[config.mk]
export PLATFORM = sky130hd
export DESIGN_NAME = alu_exec_unit
export DESIGN_NICKNAME = d
export VERILOG_FILES = /design/src/rtl/alu_exec_unit.sv
export SDC_FILE = /design/constraint.sdc
export NUM_CORES = 1
export LEC_CHECK = 0
export ABC_AREA = 1
export CAP_MARGIN = 30
export CORE_UTILIZATION = 25
export CTS_CLUSTER_SIZE = 28
export DETAILED_ROUTE_END_ITERATION = 10
export GPL_ROUTABILITY_DRIVEN = 0
export PLACE_DENSITY = 0.49
export SKIP_CTS_REPAIR_TIMING = 1
export SYNTH_ARGS = -nofsm -noshare
export SYNTH_HDL_FRONTEND = slang
export SYNTH_SLANG_ARGS = --single-unit
[constraint.sdc]
create_clock -name clk -period 3.4 [get_ports clk]
set_input_delay 0.51 -clock clk [delete_from_list [all_inputs] [get_ports clk]]
set_output_delay 0.51 -clock clk [all_outputs]
set_load 0.005 [all_outputs]
[src/rtl/alu_exec_unit.sv]
// Execution-stage ALU driven by the 4-bit ALU control command.
// Single-cycle ADD/SUB/AND/OR; MUL is an iterative shift-add with a start/busy/done handshake.
module alu_exec_unit #(
  parameter int WIDTH = 32,
  parameter int CNT_W = 6
) (
  input  logic             clk,
  input  logic             rst_n,
  input  logic             start,
  input  logic [3:0]       ctrl_command,
  input  logic [WIDTH-1:0] operand_a,
  input  logic [WIDTH-1:0] operand_b,
  output logic             busy,
  output logic             done,
  output logic [WIDTH-1:0] result,
  output logic             zero,
  output logic             overflow,
  output logic             illegal
);

  localparam logic [3:0] CMD_ADD = 4'd0;
  localparam logic [3:0] CMD_SUB = 4'd1;
  localparam logic [3:0] CMD_MUL = 4'd2;
  localparam logic [3:0] CMD_AND = 4'd3;
  localparam logic [3:0] CMD_OR  = 4'd4;

  typedef enum logic {IDLE, MUL_RUN} state_t;

  state_t               state;
  logic [CNT_W-1:0]     cnt;
  logic [2*WIDTH-1:0]   mcand;
  logic [2*WIDTH-1:0]   acc;
  logic [2*WIDTH-1:0]   acc_next;
  logic [WIDTH-1:0]     mplier;
  logic [WIDTH-1:0]     op_result;
  logic                 op_ovf;
  logic                 op_ill;

  always_comb begin
    acc_next = mplier[0] ? (acc + mcand) : acc;
  end

  always_comb begin
    op_result = '0;
    op_ovf    = 1'b0;
    op_ill    = 1'b0;
    case (ctrl_command)
      CMD_ADD: begin
        op_result = operand_a + operand_b;
        op_ovf    = (operand_a[WIDTH-1] == operand_b[WIDTH-1]) &&
                    (op_result[WIDTH-1] != operand_a[WIDTH-1]);
      end
      CMD_SUB: begin
        op_result = operand_a - operand_b;
        op_ovf    = (operand_a[WIDTH-1] != operand_b[WIDTH-1]) &&
                    (op_result[WIDTH-1] != operand_a[WIDTH-1]);
      end
      CMD_MUL: begin
        // Handled by the iterative path; never committed from here.
        op_result = '0;
      end
      CMD_AND: op_result = operand_a & operand_b;
      CMD_OR:  op_result = operand_a | operand_b;
      default: op_ill    = 1'b1;
    endcase
  end

  always_ff @(posedge clk or negedge rst_n) begin
    if (!rst_n) begin
      state    <= IDLE;
      cnt      <= '0;
      mcand    <= '0;
      mplier   <= '0;
      acc      <= '0;
      busy     <= 1'b0;
      done     <= 1'b0;
      result   <= '0;
      zero     <= 1'b1;
      overflow <= 1'b0;
      illegal  <= 1'b0;
    end else begin
      done <= 1'b0;
      if (state == IDLE) begin
        if (start) begin
          if (ctrl_command == CMD_MUL) begin
            mcand  <= {{WIDTH{1'b0}}, operand_a};
            mplier <= operand_b;
            acc    <= '0;
            cnt    <= CNT_W'(WIDTH);
            busy   <= 1'b1;
            state  <= MUL_RUN;
          end else begin
            result   <= op_result;
            zero     <= (op_result == '0);
            overflow <= op_ovf;
            illegal  <= op_ill;
            done     <= 1'b1;
          end
        end
      end else begin
        acc    <= acc_next;
        mcand  <= mcand << 1;
        mplier <= mplier >> 1;
        cnt    <= cnt - CNT_W'(1);
        // Last iteration commits the product straight from the adder output.
        if (cnt == CNT_W'(1)) begin
          result   <= acc_next[WIDTH-1:0];
          zero     <= (acc_next[WIDTH-1:0] == '0);
          overflow <= |acc_next[2*WIDTH-1:WIDTH];
          illegal  <= 1'b0;
          done     <= 1'b1;
          busy     <= 1'b0;
          state    <= IDLE;
        end
      end
    end
  end

endmodule

=== Word level (Yosys, flattened, before mapping) ===
Index checks and enable logic that the tools add are counted.

* Reduce and logical (&&, ||, !) cells: 12
* Bitwise gates (word level): 2
* Add/sub/neg operators: 4
* Equal/unequal tests: 11
* Mux-type cells: 43

{| class="wikitable"
|+ Operators with widths
! kind !! count
|-
| $mux W64 || 7
|-
| $mux W32 || 7
|-
| $pmux W32 S4 || 1
|-
| $add A64 B64 Y64 || 1
|-
| $logic_not A32 Y1 || 2
|-
| $add A32 B32 Y32 || 1
|-
| $and A32 B32 Y32 || 1
|-
| $or A32 B32 Y32 || 1
|-
| $reduce_or A32 Y1 || 1
|-
| $sub A32 B32 Y32 || 1
|-
| $mux W1 || 24
|-
| $mux W6 || 3
|-
| $eq A4 B2 Y1 const B || 2
|-
| $eq A6 B1 Y1 const B || 1
|-
| $reduce_and A3 Y1 || 2
|-
| $sub A6 B1 Y6 const B || 1
|-
| $eq A4 B1 Y1 const B || 1
|-
| $eq A4 B3 Y1 const B || 1
|-
| $logic_not A4 Y1 || 1
|-
| $reduce_bool A2 Y1 || 2
|-
| $reduce_or A4 Y1 || 1
|-
| $ne A1 B1 Y1 || 3
|-
| $logic_and A1 B1 Y1 || 2
|-
| $ne A2 B1 Y1 const B || 1
|-
| other kinds (4) || 4
|}

* Output and inout port bits: 37
* Register bits: 204
* Logic and storage cells: 83

=== Depth between registers and ports, before layout ===
* Depth after elaboration: 7
* Depth in mapped cells: 23
* Depth with buffers taken out: 23

=== Worst setup path before layout ===
Ideal clock, no wire load.

* Path type: input-to-reg
* Start: input operand_a[0]
* End: register zero
* Library setup time: 0.067 ns
* Buffers on the path: 0
* Setup slack: 0.908 ns
* Arrival time: 2.425 ns
* Data required time: 3.333 ns
* Stages: 22
* Cell sequence: ha_1 -> inv_1 -> fa_1 -> inv_1 -> nand3_1 -> nand2_1 -> nand2_1 -> nand3_1 -> nand2_1 -> nand2_1 -> nand3_1 -> nand2_1 -> nand2_1 -> nand3_1 -> nand2_1 -> nor2_1 -> nand2_1 -> nor2_1 -> nand2_1 -> nor2_1 -> nor2_1 -> nor2_1

* Longest elaborated chain between the ends: 6
* Elaborated cells on any way between the ends: 9
* Those cells by class: 2 x add/sub; 4 x mux; 2 x bitwise; 1 x reduce/logical

{| class="wikitable"
|+ Ends and longest elaborated chain
! what !! line !! source
|-
| from (decl) || 11 || <nowiki>input logic [WIDTH-1:0] operand_a,</nowiki>
|-
| $sub A32 B32 Y32, or another cell as far along || 54 || <nowiki>op_result = operand_a - operand_b;</nowiki>
|-
| $pmux W32 S4 (*) || 47 || <nowiki>case (ctrl_command)</nowiki>
|-
| $logic_not A32 Y1 (*) || 94 || <nowiki>zero <= (op_result == '0);</nowiki>
|-
| $mux W1 (*) || 85 || <nowiki>if (ctrl_command == CMD_MUL) begin</nowiki>
|-
| $mux W1 (*) || 84 || <nowiki>if (start) begin</nowiki>
|-
| $mux W1 (*) || 83 || <nowiki>if (state == IDLE) begin</nowiki>
|-
| to (signal assigned) || 94 ||
|-
| to (signal assigned) || 108 || <nowiki>zero <= (acc_next[WIDTH-1:0] == '0);</nowiki>
|-
| to (decl) || 16 || <nowiki>output logic zero,</nowiki>
|}

Every way passes the cells marked *; elsewhere a longest branch is shown, timed or not. The select of a mux whose other input is x is not followed.
A chain may end at the register's enable or synchronous reset.

=== Final worst setup path ===
* Start: input operand_b[13]
* End: register zero

* Longest elaborated chain between the ends: 6
* Elaborated cells on any way between the ends: 9
* Those cells by class: 2 x add/sub; 4 x mux; 2 x bitwise; 1 x reduce/logical

{| class="wikitable"
|+ Ends and longest elaborated chain
! what !! line !! source
|-
| from (decl) || 12 || <nowiki>input logic [WIDTH-1:0] operand_b,</nowiki>
|-
| $sub A32 B32 Y32, or another cell as far along || 54 ||
|-
| $pmux W32 S4 (*) || 47 ||
|-
| $logic_not A32 Y1 (*) || 94 ||
|-
| $mux W1 (*) || 85 ||
|-
| $mux W1 (*) || 84 ||
|-
| $mux W1 (*) || 83 ||
|}

Marked as above.

==> impl_metrics.csv <==
group,metric,value,unit
sta,maxSlewViolCount,0,
floorplan,initial_core_util,0.2528,
placement,dp_hpwl,70880,um
floorplan,die_w,290.4,um
placement,dp_cells,4902,
global_routing,track_usage,0.2015,
detailed_routing,top_layer,"met4",
worst_setup_path,crit_top_cell,"nor2_1",
worst_setup_path,worstSetupStartpointType,"primary input",
worst_setup_path,regToRegSetupSlack,0.26,ns
pwr,power_frac_comb,0.544,
floorplan,fp.dieArea,84310,um^2
detailed_routing,wl_met2,38770,um
pwr,finalPower,14.64,mW
detailed_routing,drtAntennaViolNets,0,
sta,fin_skew,0.01912,ns
floorplan,io_pins,108,
detailed_routing,vias,23350,
sta,period_minus_slack,3.151,ns
layout,drive_gt1_frac,0.1102,
pwr,pwr-share-clk,0.210,
worst_setup_path,crit_family,"simple AND/OR/NAND/NOR gates",
min_path,holdPathStages,2,
detailed_routing,drc,0,
placement,port_buffers,107,
logic_synthesis,synth.distinct_cells,43,
sta,maxSlewHeadroom,0.5565,
worst_setup_path,cp.depth,20,
cts,root_buffer,"clkbuf_16",
layout,num-nets-final,4106,
sta,max_freq,317.3,MHz
pwr,intPower,7.773,mW
worst_setup_path,worst_path_max_delay_cell,"clkdlybuf4s50_1",
detailed_routing,viasPerCell,4.713,
floorplan,fp.coreArea,82240,um^2
detailed_routing,dr.pass1.iters,6,
global_routing,antenna_found_initial,0,
layout,antenna_cells,0,
pwr,p_per_area,556.1,nW/um^2
logic_synthesis,synth_nets,3751,
worst_setup_path,crit_path_cell_trace,"clkdlybuf4s50_1 -> inv_1 -> ha_1 -> buf_12 -> a21oi_1 -> o21ai_0 -> a21oi_1 -> nand2_1 -> buf_4 -> nand2_1 -> nand3_1 -> nand3_1 -> nand2_1 -> nor2_1 -> nand2_1 -> nor2_1 -> nand3_1 -> nor2_1 -> nor2_1 -> nor2_1",
layout,syn2layout_area_growth,26.60,%
placement,pre_cts_ws,-0.2603,ns
sta,final.setup.tns,0,ns
logic_synthesis,synth_commonest_cells,"nand2_1, inv_1, nor2_1, nand3_1, dfrtp_1",
cts,cts_buffers,28,
layout,final_cells,4954,
sta,hold_viol,0,
pwr,swShare,0.4689,
global_routing,grt_pass1_wl,132500,um
worst_setup_path,r2r_cells,18,
worst_setup_path,cp.arrival,3.68,ns
detailed_routing,first_iter_violations,1836,
logic_synthesis,synth.cell_area,20790,um^2
worst_setup_path,critPathMaxStageDelay,0.51,ns
pwr,p_leak,13.98,nW
global_routing,first_global_vias,22770,
global_routing,gr-total-overflow,0,
sta,rsz0062_at_grt,"no",
logic_synthesis,synth_seq_area_share,0.2456,
floorplan,fp.dieH,290.4,um
worst_setup_path,required,3.92,ns
sta,max_slew.worst_pin.slew,0.6652,ns
pwr,p_sw,6.862,mW
global_routing,grt_max_degree,87,
detailed_routing,totalWireLength,85980,um
cts,cts.sinks,204,
logic_synthesis,synthDominantCellAreaShare,0.2444,
logic_synthesis,synthArstFlopShare,1.000,
logic_synthesis,synth_enable_flop_cells,0,
logic_synthesis,synth_top_flop_cell,"dfrtp_1",
cts,cts_tree,"yes",
sta,timing.final.crit_share,0.9268,
logic_synthesis,ys_ff_latch,204,
worst_setup_path,crit_buf_inv,4,
worst_setup_path,worst_setup_path_end_kind,"register",
floorplan,fp-row-count,105,
pwr,sequentialPowerShare,0.246,
status,status,"completed",
logic_synthesis,synth.largest_area_cell,"dfrtp_1",
sta,fin_ws,0.2489,ns
run,maxCapViolCount,0,
cts,clkTransAtPathRegs,0.06,ns
pwr,peakVddDrop,0.0003534,V
worst_setup_path,critical_path_class,"in2reg",
logic_synthesis,synthesis.instances,3508,
min_path,hold_class,"reg2reg",
detailed_routing,wirelength_met1,40110,um
cts,htree_levels,1,
logic_synthesis,yosysMostFrequentCell,"nand2_1",
sta,setup_viol,0,
detailed_routing,post_drt_wl_per_cell,17.35,um
layout,final_util,0.3200,
detailed_routing,met3_length,4279,um
cts,cts_buffer_depth,3,
logic_synthesis,synth_area_per_cell,5.926,um^2
logic_synthesis,netlist_top_cells_area,"dfrtp_1, nand2_1, inv_1",
logic_synthesis,ys_warn_count,0,
cts,clk_latency,0.59,ns
worst_setup_path,cp_max_fo,6,
[power by group through the flow]
stage          combinational, mW  clock (mW)  sequential [mW]
2_1_floorplan               5.20           0             3.44
3_3_place_gp                7.82           0             3.64
3_5_place_dp                7.84           0             3.63
4_1_cts                     7.89        3.19             3.61
5_1_grt                     9.00        3.28             3.68
6_report                    7.96        3.08             3.60
[worst register-to-register path, stage by stage (launching register included)]
cell and delay, ns:
dfrtp_1 0.41, ha_1 0.41, nand2_1 0.16, nor2_1 0.29, nand2_1 0.24, nor2_1 0.17, nand2_1 0.07, nand2_1 0.22
nand2_1 0.19, nand2_1 0.10, nand2_1 0.05, nand3_1 0.06, nand2_1 0.08, nor2_1 0.08, nand3_1 0.09, nor2_1 0.14
nand3_2 0.14, nand2_1 0.09, nand2_1 0.05
[sequential cells by signal, indices dropped and copies added (netlist names), 6 cells and up]
register	cells
mplier	32
result	32
mcand	64
acc	64
cnt	6
[metrics by stage]
step / cell area [um^2] / hold slack (ns)
3_3_place_gp: 25330 / 0.4724
3_5_place_dp: 25330 / 0.4761
4_1_cts: 26280 / -0.07755
2_1_floorplan: 20790 / 0.2144
6_report: 26320 / 0.4907
5_1_grt: 26320 / 0.5056
[path summary, 6_finish.rpt]
kind | endpoint | from
worst min register to register | busy | busy
worst max register to register | overflow | mcand[25]
max in group asynchronous | acc[37] | rst_n
worst max-delay path | zero | operand_b[13]
min in group asynchronous | mcand[3] | rst_n
worst min-delay path | busy | busy
[layout make-up]
class,instances,area [um^2]
Inverter,603,2271
Clock inverter,16,206.4
Fill cell,9280,55920
Multi-Input combinational cell,2600,13030
Sequential cell,204,5111
Timing Repair Buffer,426,3611
Tap cell,1070,1339
Clock buffer,35,747.0
[logic make-up after synthesis]
group	count (synthesis)	synth area share
buf+inv	704	0.1296
fa+ha+maj	172	0.1046
flops	204	0.2456
compound gates	518	0.1414
xor+xnor	9	0.003792
simple gates	1901	0.3750
[routing by layer]
layer  global-route usage  vias to the layer above
met5                    0                        -
met4              0.05994                        0
met2               0.3336                      625
li1                     -                    11840
met3              0.02241                      133
met1               0.2739                    10750
[layout by cell type, fill, tap and decap left out, types with 10 or more instances in the layout]
cell type / instances
o21ai_0: 170
a22o_1: 13
buf_12: 11
o21bai_1: 21
nand4_1: 36
a31oi_1: 84
nand2_1: 1145
nand2_2: 13
dfrtp_1: 201
clkbuf_16: 28
clkdlybuf4s50_1: 106
inv_1: 594
buf_4: 307
nand3_2: 10
ha_1: 169
nor3_1: 32
a21oi_1: 146
nand3_1: 244
o211ai_1: 11
o22ai_1: 55
nand3b_1: 19
nor2_1: 372
or2_2: 11
No activity file was read; power rests on OpenSTA's default activity.
